File: src/rtl/riscv_ctrl_pkg.sv
// Shared definitions for the RV32 decode-stage control unit: opcodes,
// ALU operation encodings, the control bundle and the hazard FSM states.
package riscv_ctrl_pkg;

    localparam logic [6:0] OPC_R      = 7'b0110011;
    localparam logic [6:0] OPC_I      = 7'b0010011;
    localparam logic [6:0] OPC_LOAD   = 7'b0000011;
    localparam logic [6:0] OPC_STORE  = 7'b0100011;
    localparam logic [6:0] OPC_BRANCH = 7'b1100011;
    localparam logic [6:0] OPC_JAL    = 7'b1101111;
    localparam logic [6:0] OPC_JALR   = 7'b1100111;
    localparam logic [6:0] OPC_LUI    = 7'b0110111;
    localparam logic [6:0] OPC_AUIPC  = 7'b0010111;

    localparam int CTRL_ALU_OP_W = 2;

    localparam logic [CTRL_ALU_OP_W-1:0] ALU_OP_ADD = 2'b00;
    localparam logic [CTRL_ALU_OP_W-1:0] ALU_OP_BR  = 2'b01;
    localparam logic [CTRL_ALU_OP_W-1:0] ALU_OP_RFN = 2'b10;
    localparam logic [CTRL_ALU_OP_W-1:0] ALU_OP_IMM = 2'b11;

    typedef struct packed {
        logic                     branch;
        logic                     jump;
        logic                     reg_write;
        logic                     mem_to_reg;
        logic                     mem_read;
        logic                     mem_write;
        logic                     alu_src;
        logic [CTRL_ALU_OP_W-1:0] alu_op;
    } ctrl_bundle_t;

    localparam ctrl_bundle_t CTRL_BUBBLE = '0;

    typedef enum logic {
        ST_RUN,
        ST_HAZ
    } haz_state_e;

endpackage

File: src/rtl/id_ctrl_decode.sv
// Purely combinational opcode decoder: produces the control bundle, the
// source-register usage flags and a flag telling whether the opcode is known.
module id_ctrl_decode
    import riscv_ctrl_pkg::*;
(
    input  logic [6:0]   opcode_i,
    output ctrl_bundle_t ctrl_o,
    output logic         uses_rs1_o,
    output logic         uses_rs2_o,
    output logic         known_o
);

    // Opcode table; unknown opcodes fall through to the all-zero bundle.
    always_comb begin
        ctrl_o     = CTRL_BUBBLE;
        uses_rs1_o = 1'b0;
        uses_rs2_o = 1'b0;
        known_o    = 1'b1;
        case (opcode_i)
            OPC_R: begin
                ctrl_o.reg_write = 1'b1;
                ctrl_o.alu_op    = ALU_OP_RFN;
                uses_rs1_o       = 1'b1;
                uses_rs2_o       = 1'b1;
            end
            OPC_I: begin
                ctrl_o.reg_write = 1'b1;
                ctrl_o.alu_src   = 1'b1;
                ctrl_o.alu_op    = ALU_OP_ADD;
                uses_rs1_o       = 1'b1;
            end
            OPC_LOAD: begin
                ctrl_o.reg_write  = 1'b1;
                ctrl_o.mem_to_reg = 1'b1;
                ctrl_o.mem_read   = 1'b1;
                ctrl_o.alu_src    = 1'b1;
                uses_rs1_o        = 1'b1;
            end
            OPC_STORE: begin
                ctrl_o.mem_write = 1'b1;
                ctrl_o.alu_src   = 1'b1;
                uses_rs1_o       = 1'b1;
                uses_rs2_o       = 1'b1;
            end
            OPC_BRANCH: begin
                ctrl_o.branch = 1'b1;
                ctrl_o.alu_op = ALU_OP_BR;
                uses_rs1_o    = 1'b1;
                uses_rs2_o    = 1'b1;
            end
            OPC_JAL: begin
                ctrl_o.jump      = 1'b1;
                ctrl_o.reg_write = 1'b1;
            end
            OPC_JALR: begin
                ctrl_o.jump      = 1'b1;
                ctrl_o.reg_write = 1'b1;
                ctrl_o.alu_src   = 1'b1;
                uses_rs1_o       = 1'b1;
            end
            OPC_LUI: begin
                ctrl_o.reg_write = 1'b1;
                ctrl_o.alu_src   = 1'b1;
                ctrl_o.alu_op    = ALU_OP_IMM;
            end
            OPC_AUIPC: begin
                ctrl_o.reg_write = 1'b1;
                ctrl_o.alu_src   = 1'b1;
                ctrl_o.alu_op    = ALU_OP_ADD;
            end
            default: begin
                known_o = 1'b0;
            end
        endcase
    end

endmodule

File: src/rtl/id_ctrl_unit.sv
// Decode-stage control unit: decodes the IF/ID instruction, detects load-use
// hazards, inserts bubbles and registers the control bundle into ID/EX.
// Optional feature: define CTRL_ILLEGAL_TRAP_EN to make illegal_o a sticky
// flag raised by a valid unknown opcode; otherwise illegal_o is tied low.
module id_ctrl_unit
    import riscv_ctrl_pkg::*;
#(
    parameter int REG_ADDR_W      = 5,
    parameter int LOAD_USE_STALLS = 1,
    parameter int ALU_OP_W        = 2
) (
    input  logic                  clk,
    input  logic                  rst_n,
    input  logic [31:0]           instr_i,
    input  logic                  instr_valid_i,
    input  logic                  ex_flush_i,
    input  logic                  ext_stall_i,
    output logic                  stall_o,
    output logic                  branch_o,
    output logic                  jump_o,
    output logic                  reg_write_o,
    output logic                  mem_to_reg_o,
    output logic                  mem_read_o,
    output logic                  mem_write_o,
    output logic                  alu_src_o,
    output logic [ALU_OP_W-1:0]   alu_op_o,
    output logic [REG_ADDR_W-1:0] rd_o,
    output logic                  illegal_o
);

    ctrl_bundle_t          dec_ctrl;
    logic                  uses_rs1;
    logic                  uses_rs2;
    logic                  known_op;
    logic [REG_ADDR_W-1:0] rs1_addr;
    logic [REG_ADDR_W-1:0] rs2_addr;
    logic [REG_ADDR_W-1:0] rd_addr;
    logic                  haz;
    logic                  stall_c;
    logic                  unused_instr;

    ctrl_bundle_t          ctrl_q, ctrl_d;
    logic [REG_ADDR_W-1:0] rd_q, rd_d;
    haz_state_e            state_q, state_d;
    logic [1:0]            cnt_q, cnt_d;
    logic                  illegal_q, illegal_d;

    id_ctrl_decode u_decode (
        .opcode_i   (instr_i[6:0]),
        .ctrl_o     (dec_ctrl),
        .uses_rs1_o (uses_rs1),
        .uses_rs2_o (uses_rs2),
        .known_o    (known_op)
    );

    assign rs1_addr     = instr_i[15 +: REG_ADDR_W];
    assign rs2_addr     = instr_i[20 +: REG_ADDR_W];
    assign rd_addr      = instr_i[7 +: REG_ADDR_W];
    assign unused_instr = ^instr_i;

    // The instruction in ID reads the register a load in EX is still fetching.
    assign haz = instr_valid_i & ctrl_q.mem_read & (rd_q != '0) &
                 ((uses_rs1 & (rs1_addr == rd_q)) | (uses_rs2 & (rs2_addr == rd_q)));

    // Next-state logic: flush beats freeze, freeze beats hazard, hazard beats issue.
    always_comb begin
        ctrl_d    = ctrl_q;
        rd_d      = rd_q;
        state_d   = state_q;
        cnt_d     = cnt_q;
        illegal_d = illegal_q;
        stall_c   = 1'b0;
        if (ex_flush_i) begin
            ctrl_d  = CTRL_BUBBLE;
            rd_d    = '0;
            state_d = ST_RUN;
            cnt_d   = 2'd0;
        end else if (ext_stall_i) begin
            stall_c = 1'b1;
        end else if (state_q == ST_HAZ) begin
            stall_c = 1'b1;
            ctrl_d  = CTRL_BUBBLE;
            rd_d    = '0;
            cnt_d   = cnt_q - 2'd1;
            if (cnt_q == 2'd1) begin
                state_d = ST_RUN;
            end
        end else if (haz) begin
            stall_c = 1'b1;
            ctrl_d  = CTRL_BUBBLE;
            rd_d    = '0;
            if (LOAD_USE_STALLS > 1) begin
                state_d = ST_HAZ;
                cnt_d   = 2'(LOAD_USE_STALLS - 1);
            end
        end else if (instr_valid_i && known_op) begin
            ctrl_d = dec_ctrl;
            rd_d   = rd_addr;
        end else begin
            ctrl_d = CTRL_BUBBLE;
            rd_d   = '0;
`ifdef CTRL_ILLEGAL_TRAP_EN
            illegal_d = illegal_q | instr_valid_i;
`endif
        end
`ifndef CTRL_ILLEGAL_TRAP_EN
        illegal_d = 1'b0;
`endif
    end

    // ID/EX register, hazard FSM, bubble counter and sticky illegal flag.
    always_ff @(posedge clk or negedge rst_n) begin
        if (!rst_n) begin
            ctrl_q    <= CTRL_BUBBLE;
            rd_q      <= '0;
            state_q   <= ST_RUN;
            cnt_q     <= 2'd0;
            illegal_q <= 1'b0;
        end else begin
            ctrl_q    <= ctrl_d;
            rd_q      <= rd_d;
            state_q   <= state_d;
            cnt_q     <= cnt_d;
            illegal_q <= illegal_d;
        end
    end

    assign stall_o      = rst_n & stall_c;
    assign branch_o     = ctrl_q.branch;
    assign jump_o       = ctrl_q.jump;
    assign reg_write_o  = ctrl_q.reg_write;
    assign mem_to_reg_o = ctrl_q.mem_to_reg;
    assign mem_read_o   = ctrl_q.mem_read;
    assign mem_write_o  = ctrl_q.mem_write;
    assign alu_src_o    = ctrl_q.alu_src;
    assign alu_op_o     = ALU_OP_W'(ctrl_q.alu_op);
    assign rd_o         = rd_q;
    assign illegal_o    = illegal_q;

endmodule

File: config.mk
export PLATFORM = sky130hd
export DESIGN_NAME = id_ctrl_unit
export DESIGN_NICKNAME = d
export VERILOG_FILES = /design/src/rtl/riscv_ctrl_pkg.sv /design/src/rtl/id_ctrl_decode.sv /design/src/rtl/id_ctrl_unit.sv
export SDC_FILE = /design/constraint.sdc
export NUM_CORES = 1
export LEC_CHECK = 0
export ABC_CLOCK_PERIOD_IN_PS = 2650
export CAP_MARGIN = 20
export CORE_ASPECT_RATIO = 0.75
export CORE_MARGIN = 1.5
export CORE_UTILIZATION = 30
export CTS_CLUSTER_SIZE = 24
export DETAILED_ROUTE_END_ITERATION = 10
export PLACE_DENSITY_LB_ADDON = 0.08
export SLEW_MARGIN = 20
export SYNTH_ARGS = -nofsm -noshare
export SYNTH_HDL_FRONTEND = slang
export SYNTH_HIERARCHICAL = 1
export SYNTH_SLANG_ARGS = --single-unit
File: constraint.sdc
create_clock -name clk -period 2.65 [get_ports clk]
set_input_delay 0.53 -clock clk [delete_from_list [all_inputs] [get_ports clk]]
set_output_delay 0.53 -clock clk [all_outputs]
set_load 0.02 [all_outputs]
Word-level counts from Yosys, hierarchy flattened
Cells that the tools add are included.
Widths: inputs -> output; s select.
- add/subtract/negate cells: 1
- equal/unequal tests: 13
- muxes and demuxes: 31
- bitwise operators: 7
- reduce and logical (&&, ||, !) cells: 10
- operators by type and width (operator ; number):
    $mux 9 ; 5
    $mux 5 ; 5
    $eq 7x6->1 const B ; 3
    $eq 7x7->1 const B ; 3
    $mux 1 ; 16
    $eq 7x5->1 const B ; 2
    $reduce_or 6->1 ; 2
    $eq 5x5->1 ; 2
    $reduce_or 9->1 ; 1
    $mux 2 ; 4
    $eq 7x2->1 const B ; 1
    $reduce_or 7->1 ; 1
    $and 1x1->1 ; 6
    $pmux 2 s3 ; 1
    $reduce_bool 5->1 ; 1
    $reduce_or 3->1 ; 1
    $eq 2x1->1 const B ; 1
    $ne 2x2->1 const B ; 1
    $reduce_and 2->1 ; 1
    $reduce_bool 2->1 ; 1
    $reduce_or 2->1 ; 1
    $sub 2x1->2 const B ; 1
    $logic_and 1x1->1 ; 1
    $or 1x1->1 ; 1
- register bits: 17
- output and inout port bits: 16

Depth between registers and ports, before layout
- depth after elaboration: 11
- mapped depth: 9
- mapped depth without buffers: 6

By module
Netlist, hierarchy kept.
- modules (own cells, without submodules) (module ; times used ; cells each ; area each (um^2) ; sequential area each (um^2)):
    id_ctrl_unit ; 1 ; 100 ; 999.7 ; 425.4
    id_ctrl_decode ; 1 ; 32 ; 202.7 ; 0.0

Worst setup path after synthesis
OpenSTA, ideal clock, no wires.
- kind: input to output
- start point: input port instr_i[6]
- end point: output port stall_o
- arrival: 1.881 ns
- data required time: 2.120 ns
- slack: 0.239 ns
- cell stages on the path: 8
- path buffers: 2
- cells stage by stage: buf_2 -> nand2_1 -> o22a_2 -> nor2_1 -> nand2_1 -> o22ai_1 -> buf_4 -> o2bb2ai_1
- longest elaborated chain between the ends: 11
- elaborated cells on any way between the ends: 19
- classes of those cells: 6 x eq/ne; 6 x mux; 5 x bitwise; 2 x reduce/logical
- ends and longest elaborated chain (item ; RTL line ; source):
    start, declared ; id_ctrl_unit.sv:14 ; input logic [31:0] instr_i,
    $eq 7x7->1 (tied with other cells) ; id_ctrl_decode.sv:19 ; case (opcode_i)
    $reduce_or 6->1 (no line) * ; -- ;
    $mux 1 * ; id_ctrl_decode.sv:19 ;
    via uses_rs1 ; id_ctrl_unit.sv:32 ; logic uses_rs1;
    $and 1x1->1 * ; id_ctrl_unit.sv:63 ; ((uses_rs1 & (rs1_addr == rd_q)) | (uses_rs2 & (rs2_addr == rd_q)));
    $or 1x1->1 * ; id_ctrl_unit.sv:63 ;
    $and 1x1->1 * ; id_ctrl_unit.sv:62 ; assign haz = instr_valid_i & ctrl_q.mem_read & (rd_q != '0) &
    $mux 1 * ; id_ctrl_unit.sv:88 ; end else if (haz) begin
    $mux 1 * ; id_ctrl_unit.sv:80 ; end else if (state_q == ST_HAZ) begin
    $mux 1 * ; id_ctrl_unit.sv:78 ; end else if (ext_stall_i) begin
    $mux 1 * ; id_ctrl_unit.sv:73 ; if (ex_flush_i) begin
    $and 1x1->1 * ; id_ctrl_unit.sv:128 ; assign stall_o = rst_n & stall_c;
    end, declared ; id_ctrl_unit.sv:18 ; output logic stall_o,
The timed path passes the listed nets; every way through them passes the cells marked *.

Final worst setup path
- start point: input port instr_i[1]
- end point: output port stall_o
The elaborated chain is that of the path after synthesis.

==> out/results.ini <==
[critical_path]
cpMostUsedCell = nand2_1
crit_path_end_kind = output port
critPathLaunchType = primary input
cp.depth = 8
slowest_delay_ns = 0.48
crit_type = in2out
cp_max_fo = 2
worstPathArrival_ns = 1.98
r2r_cells = 5
path_cells = clkdlybuf4s50_1 -> nand2_1 -> or2_4 -> nor2_2 -> nand2_1 -> o22ai_2 -> o2bb2ai_2 -> buf_6
crit_required_ns = 2.12
cp_top_family = buffers and inverters
slowest_stage = clkdlybuf4s50_1
cp_num_buf_inv = 2

[detailed_routing]
vias_per_cell = 5.10
drt_iter0_drc = 97
route.antenna.remaining_nets = 0
wirelength_mm = 3.42
dr.pass1.iters = 4
wl_per_cell_um = 14.7
drc_errors = 0
via_count = 1188

[logic_synthesis]
synthXorXnorAreaFrac_pct = 8.01
ys_seq_elements = 17
synth.avg_cell_area_sq_um = 9.11
syn_area_sq_um = 1200
synth_cell_type_count = 38
syn_nets = 170
synth_top_family_by_area = compound AO/OA/AOI/OAI gates
synth_mux_area_share_pct = 0
ys_seq_area_share_pct = 35.4
synthAdderAreaFrac_pct = 1.04
synth_compound_area_share_pct = 28.1
yosys.area_share.simple_pct = 20.7
syn_inst = 132
yosys_warnings = 6

[finish]
syn_to_final_growth_pct = 49.5
nNetsFinal = 220
drive_above_1_share_pct = 20.4
antenna_cells = 0
fill_cells = 384

[placed_design]
dpl.hpwl_mm = 2.62
pre_cts_ws_ns = -0.432
port_buffers = 41
gp_congestion = 0.877

[die]
io_pins = 53
die_area_sq_um = 4400
die_x_um = 76.1
coreArea_sq_um = 3760
die_h_um = 57.8
start_util_pct = 32.0
rows = 19

[clock_network]
cts_inserted_buffers = 3
clk_pin_slew_ns = 0.06
clock_sinks = 17
cts_buffer_depth = 2
cts_tree = done
root_buffer = clkbuf_8
clkLatencyLatePin_ns = 0.25
htree_levels = 1
ctsHoldBuffers = 0
post-cts-setup-buffer-count = 0

[sta]
period_share_pct = 94.8
rsz0062_at_grt = no
fin_crit_ns = 2.51
clock_skew_ns = 0.00234
slew_headroom_pct = 32.0
clock.fmax_mhz = 398
hold_violations = 0
setup_slack_ns = 0.139
setup_tns_ns = 0
setup_viol = 0
maxSlewViolCount = 0
worst-slew-pin-transition_ns = 1.02

[pwr]
p_leak_nw = 0.661
vdd_drop_max_mv = 0.186
p_per_area_nw_per_um2 = 316

[global_routing]
grt_usage_pct = 16.5
grt_pass1_vias = 1209
overflow = 0
antenna_found_initial = 0
grt_max_degree = 29
grt_pass1_wl_mm = 5.79

[hold_path]
hp-class = reg2reg
hold_depth = 2

[job]
cap_violations = 0

[run_status]
run_status = finished clean

## layer usage
layer  vias to the layer above  track usage, %  wire [um]
met2                        28            29.1       1600
met1                       573            21.6       1690
met4                         0            1.59         13
met5                         -               0          0
li1                        585               -          -
met3                         2            3.94        126
## power by group
part	total, mW	switching (mW)	internal (mW)	leakage (nW)
clock network	0.191	0.0842	0.107	0.0228
registers	0.263	0.00203	0.261	0.237
logic	0.114	0.0485	0.0658	0.400
## cell usage after synthesis
cell	n	area (sq um)
buf_6	2	22.5
nor2_1	11	41.3
inv_1	1	3.75
o21ai_0	1	5.00
buf_2	5	25.0
o22a_2	1	10.0
nand2_1	18	67.6
o211ai_4	1	21.3
a211o_2	1	10.0
ha_1	1	12.5
nand2b_1	2	12.5
a31oi_1	1	6.26
buf_4	3	22.5
nor3b_1	1	7.51
a32oi_1	14	123
xnor2_1	11	96.3
nor2b_1	3	18.8
o22ai_1	1	6.26
o2bb2ai_1	1	8.76
or2b_1	1	7.51
conb_1	1	3.75
nor4_1	2	12.5
dfrtp_1	17	425
a211o_1	1	8.76
nand3b_1	1	7.51
a21oi_1	4	20.0
o21ai_1	5	25.0
or3b_1	1	8.76
clkbuf_1	1	3.75
o21ai_2	9	78.8
o21a_1	1	7.51
or2_2	1	6.26
or4_1	1	7.51
or4_4	1	11.3
a211oi_1	1	7.51
nand4b_1	2	17.5
and4b_1	1	10.0
nand4_1	2	12.5
## worst reg2reg max path, cell delays in order, from the launching register on
cell      delay [ns]
dfrtp_1         0.45
or4_4           0.58
o211ai_4        0.17
buf_4           0.23
a32oi_1         0.14
o21ai_1         0.15
## sequential cells by signal (all words and copies together) (netlist names)
register	cells
alu_op_o	2
rd_o	5
mem_write_o	1
jump_o	1
reg_write_o	1
alu_src_o	1
cnt_q	2
mem_to_reg_o	1
mem_read_o	1
branch_o	1
state_q	1
## metrics by stage
step	hold slack (ns)	instance area [sq um]	power [mW]	util [%]	cells
2_1_floorplan	0.234	1200	0.308	-	132
3_3_place_gp	0.479	1730	0.378	46.0	229
3_5_place_dp	0.486	1730	0.379	46.0	229
4_1_cts	0.502	1770	0.575	47.2	233
5_1_grt	0.530	1800	0.600	47.9	233
6_report	0.491	1800	0.568	47.9	233
## kinds of logic (layout without fill, tap and decap cells)
kind of cell,count (synthesis),after routing
simple gates,48,48
compound gates,42,42
flops,17,17
buf+inv,12,61
xor+xnor,11,11
fa+ha+maj,1,1
other cells,1,1
## cell type report
class	instances	area [sq um]	share of cell area [%]
clock buffer	4	45.0	2.51
inverter	1	3.75	0.209
multi-input combinational	103	722	40.2
sequential	17	425	23.7
tap	52	65.1	3.62
timing repair buffer	56	537	29.9
## cell usage in the layout (no fill, tap or decap), drive strengths merged, types with 2 or more instances in the layout
| master | instances |
|---|---|
| clkdlybuf4s50 | 40 |
| clkbuf | 4 |
| or4 | 2 |
| nand2 | 18 |
| dfrtp | 17 |
| a21oi | 4 |
| nor2b | 3 |
| nor2 | 11 |
| a32oi | 14 |
| xnor2 | 11 |
| o21ai | 15 |
| a211o | 2 |
| nand2b | 2 |
| nor4 | 2 |
| nand4b | 2 |
| nand4 | 2 |
| buf | 16 |
## repair_timing
| action | CTS | global route |
|---|---|---|
| gates resized for setup | 5 | 6 |
| endpoints found under the setup margin | 1 | 1 |
| cloned | 0 | 0 |
| pin swaps | 0 | 2 |
## path summary, 6_finish.rpt
| path | from | end | slack (ns) |
|---|---|---|---|
| max | instr_i[1] | stall_o | 0.14 |
| min | alu_src_o | alu_src_o | 0.49 |
| max reg2reg | rd_o[1] | alu_op_o[0] | 0.86 |
| min reg2reg | alu_src_o | alu_src_o | 0.49 |
| max in group asynchronous | rst_n | reg_write_o | 1.76 |
| min in group asynchronous | rst_n | rd_o[1] | 0.70 |
Power figures use the tool's default switching activity.
